===== config.mk =====
export PLATFORM = sky130hd
export DESIGN_NAME = fc_layer_sequencer
export DESIGN_NICKNAME = d
export VERILOG_FILES = /design/src/rtl/fc_seq_pkg.sv /design/src/rtl/fc_bit_counter_bank.sv /design/src/rtl/fc_layer_sequencer.sv
export SDC_FILE = /design/constraint.sdc
export NUM_CORES = 1
export LEC_CHECK = 0
export CAP_MARGIN = 15
export CORE_MARGIN = 5
export CORE_UTILIZATION = 52
export DETAILED_ROUTE_END_ITERATION = 8
export GPL_TIMING_DRIVEN = 0
export PLACE_DENSITY = 0.7
export SLEW_MARGIN = 20
export SYNTH_ARGS = -nofsm -noshare
export SYNTH_HDL_FRONTEND = slang
export SYNTH_HIERARCHICAL = 1
export SYNTH_SLANG_ARGS = --single-unit

===== constraint.sdc =====
create_clock -name CLK -period 4.4 [get_ports CLK]
set_input_delay 0.88 -clock CLK [delete_from_list [all_inputs] [get_ports CLK]]
set_output_delay 0.88 -clock CLK [all_outputs]
set_load 0.02 [all_outputs]

===== src/rtl/fc_seq_pkg.sv =====
// fc_seq_pkg: shared definitions for stochastic layer sequencers.
//   - seq_state_e : evaluation window states
//   - DEF_*       : default phase lengths reused by sibling sequencers
//   - cnt_width() : width needed to hold a count of 0..max_val
package fc_seq_pkg;

    typedef enum logic [2:0] {
        ST_IDLE   = 3'd0,
        ST_FLUSH  = 3'd1,
        ST_WARMUP = 3'd2,
        ST_RUN    = 3'd3,
        ST_UPDATE = 3'd4,
        ST_DONE   = 3'd5
    } seq_state_e;

    localparam int DEF_N          = 25;
    localparam int DEF_STREAM_LEN = 256;
    localparam int DEF_FLUSH_CYC  = 4;
    localparam int DEF_WARM_CYC   = 8;
    localparam int DEF_UPD_CYC    = 2;

    // Bits needed to represent every value 0..max_val (never less than 1).
    function automatic int cnt_width(input int max_val);
        return (max_val < 1) ? 1 : $clog2(max_val + 1);
    endfunction

endpackage


===== src/rtl/fc_bit_counter_bank.sv =====
// fc_bit_counter_bank: N ones-counters, one per node bitstream, with a
// registered read port.
//   CLK, INIT         : clock, synchronous active-high reset
//   clr               : zero every counter
//   en                : add bits[i] into counter i this cycle
//   bits[N-1:0]       : node bitstreams
//   rd_sel[SW-1:0]    : counter to read; indices >= N read as 0
//   rd_count[CW-1:0]  : selected count, one cycle after rd_sel
module fc_bit_counter_bank
    import fc_seq_pkg::*;
#(
    parameter int N  = 25,
    parameter int CW = 9,
    parameter int SW = 5
) (
    input  logic          CLK,
    input  logic          INIT,
    input  logic          clr,
    input  logic          en,
    input  logic [N-1:0]  bits,
    input  logic [SW-1:0] rd_sel,
    output logic [CW-1:0] rd_count
);

    logic [CW-1:0] count_q [N];
    logic [CW-1:0] count_d [N];
    logic [CW-1:0] rd_count_q;
    logic [CW-1:0] rd_count_d;

    // Next counter values: clear, accumulate one bit, or hold.
    always_comb begin
        for (int i = 0; i < N; i++) begin
            if (clr) begin
                count_d[i] = '0;
            end else if (en) begin
                count_d[i] = count_q[i] + CW'(bits[i]);
            end else begin
                count_d[i] = count_q[i];
            end
        end
    end

    // Read mux built as a compare chain so out-of-range selects fall to 0.
    always_comb begin
        rd_count_d = '0;
        for (int i = 0; i < N; i++) begin
            rd_count_d = (rd_sel == SW'(i)) ? count_q[i] : rd_count_d;
        end
    end

    // Counter and read-port registers.
    always_ff @(posedge CLK) begin
        if (INIT) begin
            for (int i = 0; i < N; i++) begin
                count_q[i] <= '0;
            end
            rd_count_q <= '0;
        end else begin
            for (int i = 0; i < N; i++) begin
                count_q[i] <= count_d[i];
            end
            rd_count_q <= rd_count_d;
        end
    end

    assign rd_count = rd_count_q;

endmodule


===== src/rtl/fc_layer_sequencer.sv =====
// fc_layer_sequencer: runs one stochastic FC layer through flush, warm-up,
// a counted bitstream run and an optional training-update hold, then
// hands per-node ones counts to the host.
//   CLK, INIT            : clock, synchronous active-high reset
//   start/train_mode     : begin evaluation (IDLE only), training request
//   abort                : drop the current evaluation (busy states only)
//   ack                  : host releases results (DONE only)
//   a_out[N-1:0]         : node bitstreams from the layer
//   rd_sel / rd_count    : registered count readback, 1-cycle latency
//   layer_init, train_flag, busy, done, aborted, bit_idx : status/control
module fc_layer_sequencer
    import fc_seq_pkg::*;
#(
    parameter  int N          = DEF_N,
    parameter  int STREAM_LEN = DEF_STREAM_LEN,
    parameter  int FLUSH_CYC  = DEF_FLUSH_CYC,
    parameter  int WARM_CYC   = DEF_WARM_CYC,
    parameter  int UPD_CYC    = DEF_UPD_CYC,
    localparam int CW         = cnt_width(STREAM_LEN),
    localparam int SW         = (N > 1) ? $clog2(N) : 1
) (
    input  logic          CLK,
    input  logic          INIT,
    input  logic          start,
    input  logic          train_mode,
    input  logic          abort,
    input  logic          ack,
    input  logic [N-1:0]  a_out,
    input  logic [SW-1:0] rd_sel,
    output logic          layer_init,
    output logic          train_flag,
    output logic          busy,
    output logic          done,
    output logic          aborted,
    output logic [CW-1:0] bit_idx,
    output logic [CW-1:0] rd_count
);

    localparam int PMAX0 = (FLUSH_CYC > WARM_CYC) ? FLUSH_CYC : WARM_CYC;
    localparam int PMAX  = (PMAX0 > UPD_CYC) ? PMAX0 : UPD_CYC;
    localparam int PW    = cnt_width(PMAX);

    seq_state_e    state_q, state_d;
    logic [PW-1:0] phase_q, phase_d;
    logic [CW-1:0] bit_idx_q, bit_idx_d;
    logic          train_q, train_d;
    logic          aborted_q, aborted_d;
    logic          cnt_clr_s, cnt_en_s, busy_s;

    // Control outputs decoded straight from the state register.
    always_comb begin
        layer_init = 1'b0;
        train_flag = 1'b0;
        busy_s     = 1'b0;
        done       = 1'b0;
        case (state_q)
            ST_IDLE:   layer_init = 1'b1;
            ST_FLUSH:  begin layer_init = 1'b1; busy_s = 1'b1; end
            ST_WARMUP: busy_s = 1'b1;
            ST_RUN:    busy_s = 1'b1;
            ST_UPDATE: begin train_flag = 1'b1; busy_s = 1'b1; end
            ST_DONE:   begin layer_init = 1'b1; done = 1'b1; end
            default:   layer_init = 1'b1;
        endcase
    end

    // Next-state, phase counter, bit index and counter-bank controls.
    always_comb begin
        state_d   = state_q;
        bit_idx_d = bit_idx_q;
        train_d   = train_q;
        aborted_d = 1'b0;
        cnt_clr_s = 1'b0;
        cnt_en_s  = 1'b0;
        case (state_q)
            ST_IDLE: begin
                if (start) begin
                    state_d   = ST_FLUSH;
                    train_d   = train_mode;
                    bit_idx_d = '0;
                    cnt_clr_s = 1'b1;
                end else begin
                    state_d = ST_IDLE;
                end
            end
            ST_FLUSH: begin
                if (phase_q == PW'(FLUSH_CYC - 1)) begin
                    state_d = (WARM_CYC == 0) ? ST_RUN : ST_WARMUP;
                end else begin
                    state_d = ST_FLUSH;
                end
            end
            ST_WARMUP: begin
                if (phase_q == PW'(WARM_CYC - 1)) begin
                    state_d = ST_RUN;
                end else begin
                    state_d = ST_WARMUP;
                end
            end
            ST_RUN: begin
                // Every RUN cycle is counted, including the last one.
                cnt_en_s = 1'b1;
                if (bit_idx_q == CW'(STREAM_LEN - 1)) begin
                    state_d = train_q ? ST_UPDATE : ST_DONE;
                end else begin
                    bit_idx_d = bit_idx_q + CW'(1);
                end
            end
            ST_UPDATE: begin
                if (phase_q == PW'(UPD_CYC - 1)) begin
                    state_d = ST_DONE;
                end else begin
                    state_d = ST_UPDATE;
                end
            end
            ST_DONE: begin
                // ack wins over start; start is never taken from DONE.
                if (ack) begin
                    state_d = ST_IDLE;
                end else begin
                    state_d = ST_DONE;
                end
            end
            default: state_d = ST_IDLE;
        endcase

        // Abort beats any phase-end transition; bit_idx keeps its shown value.
        if (busy_s && abort) begin
            state_d   = ST_IDLE;
            bit_idx_d = bit_idx_q;
            aborted_d = 1'b1;
        end else begin
            aborted_d = 1'b0;
        end

        // Shared phase counter: runs only while staying in a timed phase.
        if ((state_d == state_q) &&
            ((state_q == ST_FLUSH) || (state_q == ST_WARMUP) || (state_q == ST_UPDATE))) begin
            phase_d = phase_q + PW'(1);
        end else begin
            phase_d = '0;
        end
    end

    // Sequencer registers.
    always_ff @(posedge CLK) begin
        if (INIT) begin
            state_q   <= ST_IDLE;
            phase_q   <= '0;
            bit_idx_q <= '0;
            train_q   <= 1'b0;
            aborted_q <= 1'b0;
        end else begin
            state_q   <= state_d;
            phase_q   <= phase_d;
            bit_idx_q <= bit_idx_d;
            train_q   <= train_d;
            aborted_q <= aborted_d;
        end
    end

    assign busy    = busy_s;
    assign aborted = aborted_q;
    assign bit_idx = bit_idx_q;

    fc_bit_counter_bank #(
        .N  (N),
        .CW (CW),
        .SW (SW)
    ) u_counters (
        .CLK      (CLK),
        .INIT     (INIT),
        .clr      (cnt_clr_s),
        .en       (cnt_en_s),
        .bits     (a_out),
        .rd_sel   (rd_sel),
        .rd_count (rd_count)
    );

endmodule


==> results by group, run 1 <==
Worst setup path
  – Most frequent cell on the critical path: clkbuf_1
  – CP max FO: 10
  – Startpoint types: flop
  – Delay-heaviest family, CP: buffers and inverters
  – WP buf/inv: 4
  – Crit-path cells: buf_2 -> and2b_1 -> and2_1 -> clkbuf_1 -> clkbuf_1 -> clkbuf_1 -> nand4_1 -> xor2_1 -> nor2_1
  – Type of the worst setup path: reg -> reg
  – WP data required: 4.81 ns
  – Critical Path Slowest Stage Cell: clkbuf_1
  – Worst setup EP type: flop
  – Max incr delay on CP: 0.79 ns
  – Worst EP arrival: 4.58 ns

Finish
  – Layout Nets: 1711
  – Final core occ: 0.606
  – Ant diodes: 0
  – Most common cell after layout, fill and taps aside: nor2_1
  – Fraction of layout cells with a size suffix above 1: 0.0726
  – Fillers: 2206
  – Layout Cells excl Fill: 1970
  – Syn-to-layout area delta: 14.8%
  – Most frequent cells in the layout: 253 x nor2_1, 252 x dfxtp_1, 134 x xor2_1

Clocking
  – Root Driver: clkbuf_16
  – Post-CTS setup repair buffer count: 0
  – CTS Buf Count: 28
  – CTS max path bufs: 3
  – CTS resizes: 0
  – Clock slew at reported path FFs: 0.06 ns
  – H-tree levels: 1
  – CTS tree: done
  – Clock sink total: 252
  – Clock latency on the worst-skew pair: 0.55 ns
  – Post-CTS Hold Buffers: 0

Pwr
  – Internal power: 3.99 mW
  – Net switching power: 1.18 mW
  – Pwr Density: 339 nW/um2
  – Comb power frac: 0.074
  – Peak supply drop: 0.000289 V
  – Clock power share: 0.483
  – Sequential Power Share: 0.444
  – Switching share of power: 0.229
  – Pleak: 5.52 nW

Synthesis
  – Ys Warns: 6
  – Post-synth EDFFs: 0
  – Post-Synthesis Net Count: 1624
  – Mapped Cells: 1535
  – Async set or reset register ratio after synthesis: 0
  – Register area share after synthesis: 0.379
  – Synthesized flop and latch total: 252
  – Synthesized area: 13300 um2
  – Mapped Avg Cell Area: 8.66 um2
  – Cell variety after synth: 82
  – Synth Flop Type: dfxtp_1

Floorplan
  – CORE AREA: 25200 um2
  – Initial Util: 0.528
  – Die W: 170 um
  – Num ports: 59
  – Die Span Y: 170 um
  – Die area: 28900 um2
  – Cell row count: 58

Route
  – Met2 WL: 19000 um
  – Antenna-violating nets left: 0
  – M1 wire length: 18400 um
  – DR WL/cell: 21.3 um
  – Drt first pass iters: 6
  – DR DRC count: 0
  – Top Metal Used: met4
  – Iter 0 DRT Violations: 1387
  – Routed WL: 42000 um
  – WL met3: 3210 um
  – Vias: 12000
  – Routed vias/inst: 6.10

Hold path
  – Class of the worst hold path: reg -> reg

STA
  – Max_slew headroom: 0.354
  – Worst slew pin tran: 0.969 ns
  – Final WS setup: 0.230 ns
  – Worst clock skew: 0.0122 ns
  – Period utilization: 0.948
  – Endpoints failing setup: 0
  – Setup TNS Final: 0 ns
  – Post-route minimum period: 4.17 ns
  – Slew Viols, Final: 0
  – Max Fclk: 240 MHz
  – Worst hold slack: 0.486 ns
  – Final hold viol count: 0
  – RSZ-0062 raised after global routing: false

Global routing
  – Congestion Overflow GR: 0
  – Largest net degree at the start of global routing: 14
  – Vias in the first global route: 11300
  – GRT Total Usage: 0.286
  – Initial antenna violation count: 0
  – First-pass GRT wire length: 65300 um

Run
  – Max-cap viol count: 0

Placed design
  – Dpl hpwl: 30400 um
  – Placed cells: 1922
  – Global placement routability congestion: 0.991
  – Pre-CTS WS: 0.267 ns
  – Port bufs: 57

Status
  – Run status: complete, no violations
==> power groups by stage <==
| stage | Combinational, mW | Clock [mW] | Sequential [mW] |
|---|---|---|---|
| after floorplan | 0.208 | 0 | 2.35 |
| after CTS | 0.371 | 2.54 | 2.30 |
| final | 0.380 | 2.50 | 2.30 |
| after global placement | 0.368 | 0 | 2.35 |
| after detailed placement | 0.369 | 0 | 2.35 |
| after global routing | 0.400 | 2.63 | 2.30 |
==> synth_stat cells, drive strengths merged, types with 4 or more instances <==
library cell  number  area share
a2111oi            4      0.0026
a211oi             9      0.0055
a21oi             72       0.029
a221oi            11      0.0082
a22o               4      0.0026
a22oi              8      0.0045
a31oi             10      0.0047
a32oi              4      0.0026
and2               5      0.0024
and3              35       0.016
buf               49       0.022
clkbuf            33      0.0093
dfxtp            252        0.38
ha                53       0.050
inv               10      0.0028
mux2               9      0.0076
mux2i             87       0.065
mux4               9       0.015
nand2            117       0.033
nand2b             8      0.0040
nand3             43       0.016
nand3b             5      0.0028
nand4             78       0.037
nor2             254       0.072
nor2b             18      0.0085
nor3              11      0.0041
nor4b              4      0.0031
o21ai             73       0.027
o221ai             5      0.0038
o22ai             13      0.0061
or2                4      0.0019
or3               35       0.016
or3b               4      0.0030
xnor2             17       0.011
xor2             134       0.088
==> area by class of cell <==
type / count / area [um2] / area share
Multi-Input combinational cell: 1191 / 7800 / 0.511
Sequential cell: 252 / 5040 / 0.330
Clock buffer: 39 / 813 / 0.0533
Timing Repair Buffer: 57 / 571 / 0.0374
Buffer: 82 / 415 / 0.0272
Tap cell: 330 / 413 / 0.0270
Clock inverter: 9 / 173 / 0.0113
Inverter: 10 / 37.5 / 0.00246
==> cells by family after synthesis <==
group | Yosys count | synth area share
xor+xnor | 151 | 0.0995
fa+ha+maj | 53 | 0.0499
compound gates | 244 | 0.117
buf+inv | 92 | 0.0341
mux | 105 | 0.0884
simple gates | 638 | 0.231
flops | 252 | 0.379
==> per-stage QoR <==
| step | power, mW | instance area, um2 |
|---|---|---|
| 2_1_floorplan | 2.56 | 13300 |
| 3_3_place_gp | 2.71 | 14300 |
| 3_5_place_dp | 2.71 | 14300 |
| 4_1_cts | 5.21 | 15300 |
| 5_1_grt | 5.33 | 15300 |
| 6_report | 5.17 | 15300 |
==> layer usage <==
| metal | global-route usage | up-vias |
|---|---|---|
| met5 | 0 | - |
| met1 | 0.404 | 5724 |
| met4 | 0.0889 | 0 |
| met3 | 0.0367 | 93 |
| met2 | 0.458 | 561 |
| li1 | - | 5632 |
==> sequential cells by signal (all words and copies together), names as in the netlist <==
signal and cells:
u_counters/count_q 225, u_counters/rd_count 9, bit_idx 9, phase_q 4
state_q 3, aborted 1, train_q 1
==> path summary, 6_finish.rpt <==
path | from | to | slack, ns | cells past startpoint
hold / removal | u_counters/count_q[0][122] | u_counters/count_q[0][122] | 0.49 | 2
setup / recovery | state_q[1] | u_counters/count_q[0][103] | 0.23 | 9
hold reg to reg | u_counters/count_q[0][122] | u_counters/count_q[0][122] | 0.49 | 2
setup reg to reg | state_q[1] | u_counters/count_q[0][103] | 0.23 | 9
==> worst min-delay path, delay by kind of cell (launching register included) <==
kind,cells,cell delay [ns]
flip-flops,1,0.31
AO/OA/AOI/OAI,2,0.13
(Power assumes the default switching activity.)
==> inputs of run 2 (changes only) <==
--- a/config.mk
+++ b/config.mk
@@ -8,6 +8,7 @@
 export CAP_MARGIN = 15
 export CORE_MARGIN = 5
 export CORE_UTILIZATION = 52
+export CTS_BUF_LIST = sky130_fd_sc_hd__clkbuf_4 sky130_fd_sc_hd__clkbuf_8
 export DETAILED_ROUTE_END_ITERATION = 8
 export GPL_TIMING_DRIVEN = 0
 export PLACE_DENSITY = 0.7
==> results by group, run 2 (same netlist as run 1, synthesis figures left out) <==
Finish
  – Most frequent cells in the layout: 253 x nor2_1, 252 x dfxtp_1, 134 x xor2_1
  – Most flop-heavy register: u_counters/count_q
  – Most common cell after layout, fill and taps aside: nor2_1
  – Layout Nets: 1727 (+0.94%)
  – Max reg flops: 225 (unchanged)
  – Ant diodes: 0 (unchanged)
  – Fillers: 2211 (+0.23%)
  – Fraction of layout cells with a size suffix above 1: 0.0906 (+0.0180)
  – Syn-to-layout area delta: 14.4%

Route
  – DR WL/cell: 21.2 um (-0.76%)
  – Routed vias/inst: 6.05 (-0.74%)
  – Vias: 12100 (+0.62%)
  – Antenna-violating nets left: 0 (unchanged)
  – Iter 0 DRT Violations: 1310 (-5.6%)
  – Routed WL: 42200 um (+0.60%)
  – DR DRC count: 0 (unchanged)
  – Drt first pass iters: 6 (unchanged)

Global routing
  – Largest net degree at the start of global routing: 11 (-3)
  – Initial antenna violation count: 0 (unchanged)
  – Congestion Overflow GR: 0 (unchanged)
  – Vias in the first global route: 11600 (+2.3%)
  – GRT Total Usage: 0.288 (+0.00237)
  – First-pass GRT wire length: 65800 um (+0.74%)

Worst setup path
  – Max incr delay on CP: 0.82 ns (+0.03 ns)
  – Worst EP arrival: 4.60 ns (+0.02 ns)
  – Crit-path cells: buf_2 -> and2b_1 -> and2_1 -> clkbuf_1 -> clkbuf_1 -> clkbuf_1 -> nand4_1 -> xor2_1 -> nor2_1
  – CP max FO: 10 (unchanged)
  – Most frequent cell on the critical path: clkbuf_1
  – Delay-heaviest family, CP: buffers and inverters
  – Critical Path Slowest Stage Cell: clkbuf_1
  – Worst setup EP type: flop
  – WP data required: 4.80 ns (about the same)
  – WP buf/inv: 4 (unchanged)
  – Type of the worst setup path: reg -> reg
  – Startpoint types: flop

Clocking
  – Post-CTS setup repair buffer count: 0 (unchanged)
  – Clock sink total: 252 (unchanged)
  – Root Driver: clkbuf_8
  – Post-CTS Hold Buffers: 0 (unchanged)
  – Clock slew at reported path FFs: 0.05 ns (about the same)
  – H-tree levels: 2 (+1)
  – CTS tree: done
  – Clock latency on the worst-skew pair: 0.54 ns (about the same)
  – CTS resizes: 0 (unchanged)
  – CTS max path bufs: 3 (unchanged)
  – CTS Buf Count: 44 (+57%)

Placed design
  – Pre-CTS WS: 0.267 ns (unchanged)
  – Port bufs: 57 (unchanged)
  – Dpl hpwl: 30400 um (unchanged)
  – Global placement routability congestion: 0.991 (unchanged)

Pwr
  – Pleak: 5.54 nW (+0.29%)
  – Peak supply drop: 0.000241 V (-17%)
  – Clock power share: 0.457 (-0.026)
  – Pwr Density: 324 nW/um2 (-4.3%)
  – Comb power frac: 0.077 (+0.003)
  – Switching share of power: 0.242 (+0.0125)
  – Internal power: 3.74 mW (-6.2%)
  – Net switching power: 1.19 mW (+0.51%)
  – Sequential Power Share: 0.466 (+0.022)

STA
  – Max Fclk: 238 MHz (-0.72%)
  – Setup TNS Final: 0 ns (unchanged)
  – Final WS setup: 0.200 ns (-0.0304 ns)
  – Worst clock skew: 0.0227 ns (+0.0105 ns)
  – Post-route minimum period: 4.20 ns (+0.0304 ns)
  – Worst slew pin tran: 1.00 ns (+0.0348 ns)
  – Max_slew headroom: 0.331 (-0.0232)
  – Endpoints failing setup: 0 (unchanged)
  – Final hold viol count: 0 (unchanged)
  – Period utilization: 0.955 (+0.00691)
  – RSZ-0062 raised after global routing: false
  – Slew Viols, Final: 0 (unchanged)

Floorplan
  – Die W: 170 um (unchanged)
  – Initial Util: 0.528 (unchanged)
  – Die Span Y: 170 um (unchanged)
  – Num ports: 59 (unchanged)
  – Die area: 28900 um2 (unchanged)
  – CORE AREA: 25200 um2 (unchanged)
  – Cell row count: 58 (unchanged)

Status
  – Run status: complete, no violations

Hold path
  – Class of the worst hold path: reg -> reg

Run
  – Max-cap viol count: 0 (unchanged)
[run 2: worst register-to-register path: stages, from the launching register on]
cell      delay (ns)
dfxtp_1         0.38
buf_2           0.21
and2b_1         0.20
and2_1          0.69
clkbuf_1        0.61
clkbuf_1        0.68
clkbuf_1        0.82
nand4_1         0.21
xor2_1          0.20
nor2_1          0.05
[run 2: worst paths after layout]
check / from / depth (start not counted) / to / slack, ns
min: phase_q[0] / 1 / phase_q[0] / 0.48
max: state_q[1] / 9 / u_counters/count_q[0][103] / 0.20
max reg2reg: state_q[1] / 9 / u_counters/count_q[0][103] / 0.20
min reg2reg: phase_q[0] / 1 / phase_q[0] / 0.48
[run 2: final cells by class]
class	count	area (um2)	area share
Multi-Input combinational cell	1191	7800	0.513
Clock buffer	71	883	0.0581
Buffer	82	415	0.0273
Clock inverter	4	45.0	0.00296
Sequential cell	252	5040	0.332
Inverter	10	37.5	0.00247
Tap cell	330	413	0.0271
Timing Repair Buffer	57	571	0.0375
[run 2: layer usage]
metal  track usage  up-vias  part of all wire
met3        0.0553      118             0.078
met5             0        -                 0
li1              -     5681                 -
met4         0.105        0             0.036
met1         0.398     5766              0.44
met2         0.452      519              0.44
[run 2: power groups by stage]
stage	combinational [mW]	clock [mW]	sequential, mW
floorplan	0.208	0	2.35
global placement	0.368	0	2.35
detailed placement	0.369	0	2.35
CTS	0.371	2.30	2.30
global route	0.400	2.42	2.30
finish	0.381	2.25	2.30
[run 2: through the flow]
stage                     hold slack [ns]  utilization  instance area, um2  std cells  power [mW]
after global routing                0.518        0.604               15200       1997        5.12
after CTS                           0.485        0.604               15200       1997        4.97
after detailed placement            0.474        0.567               14300       1922        2.71
final                               0.483        0.604               15200       1997        4.93
after global placement              0.466        0.567               14300       1922        2.71
after floorplan                     0.447            -               13300       1535        2.56
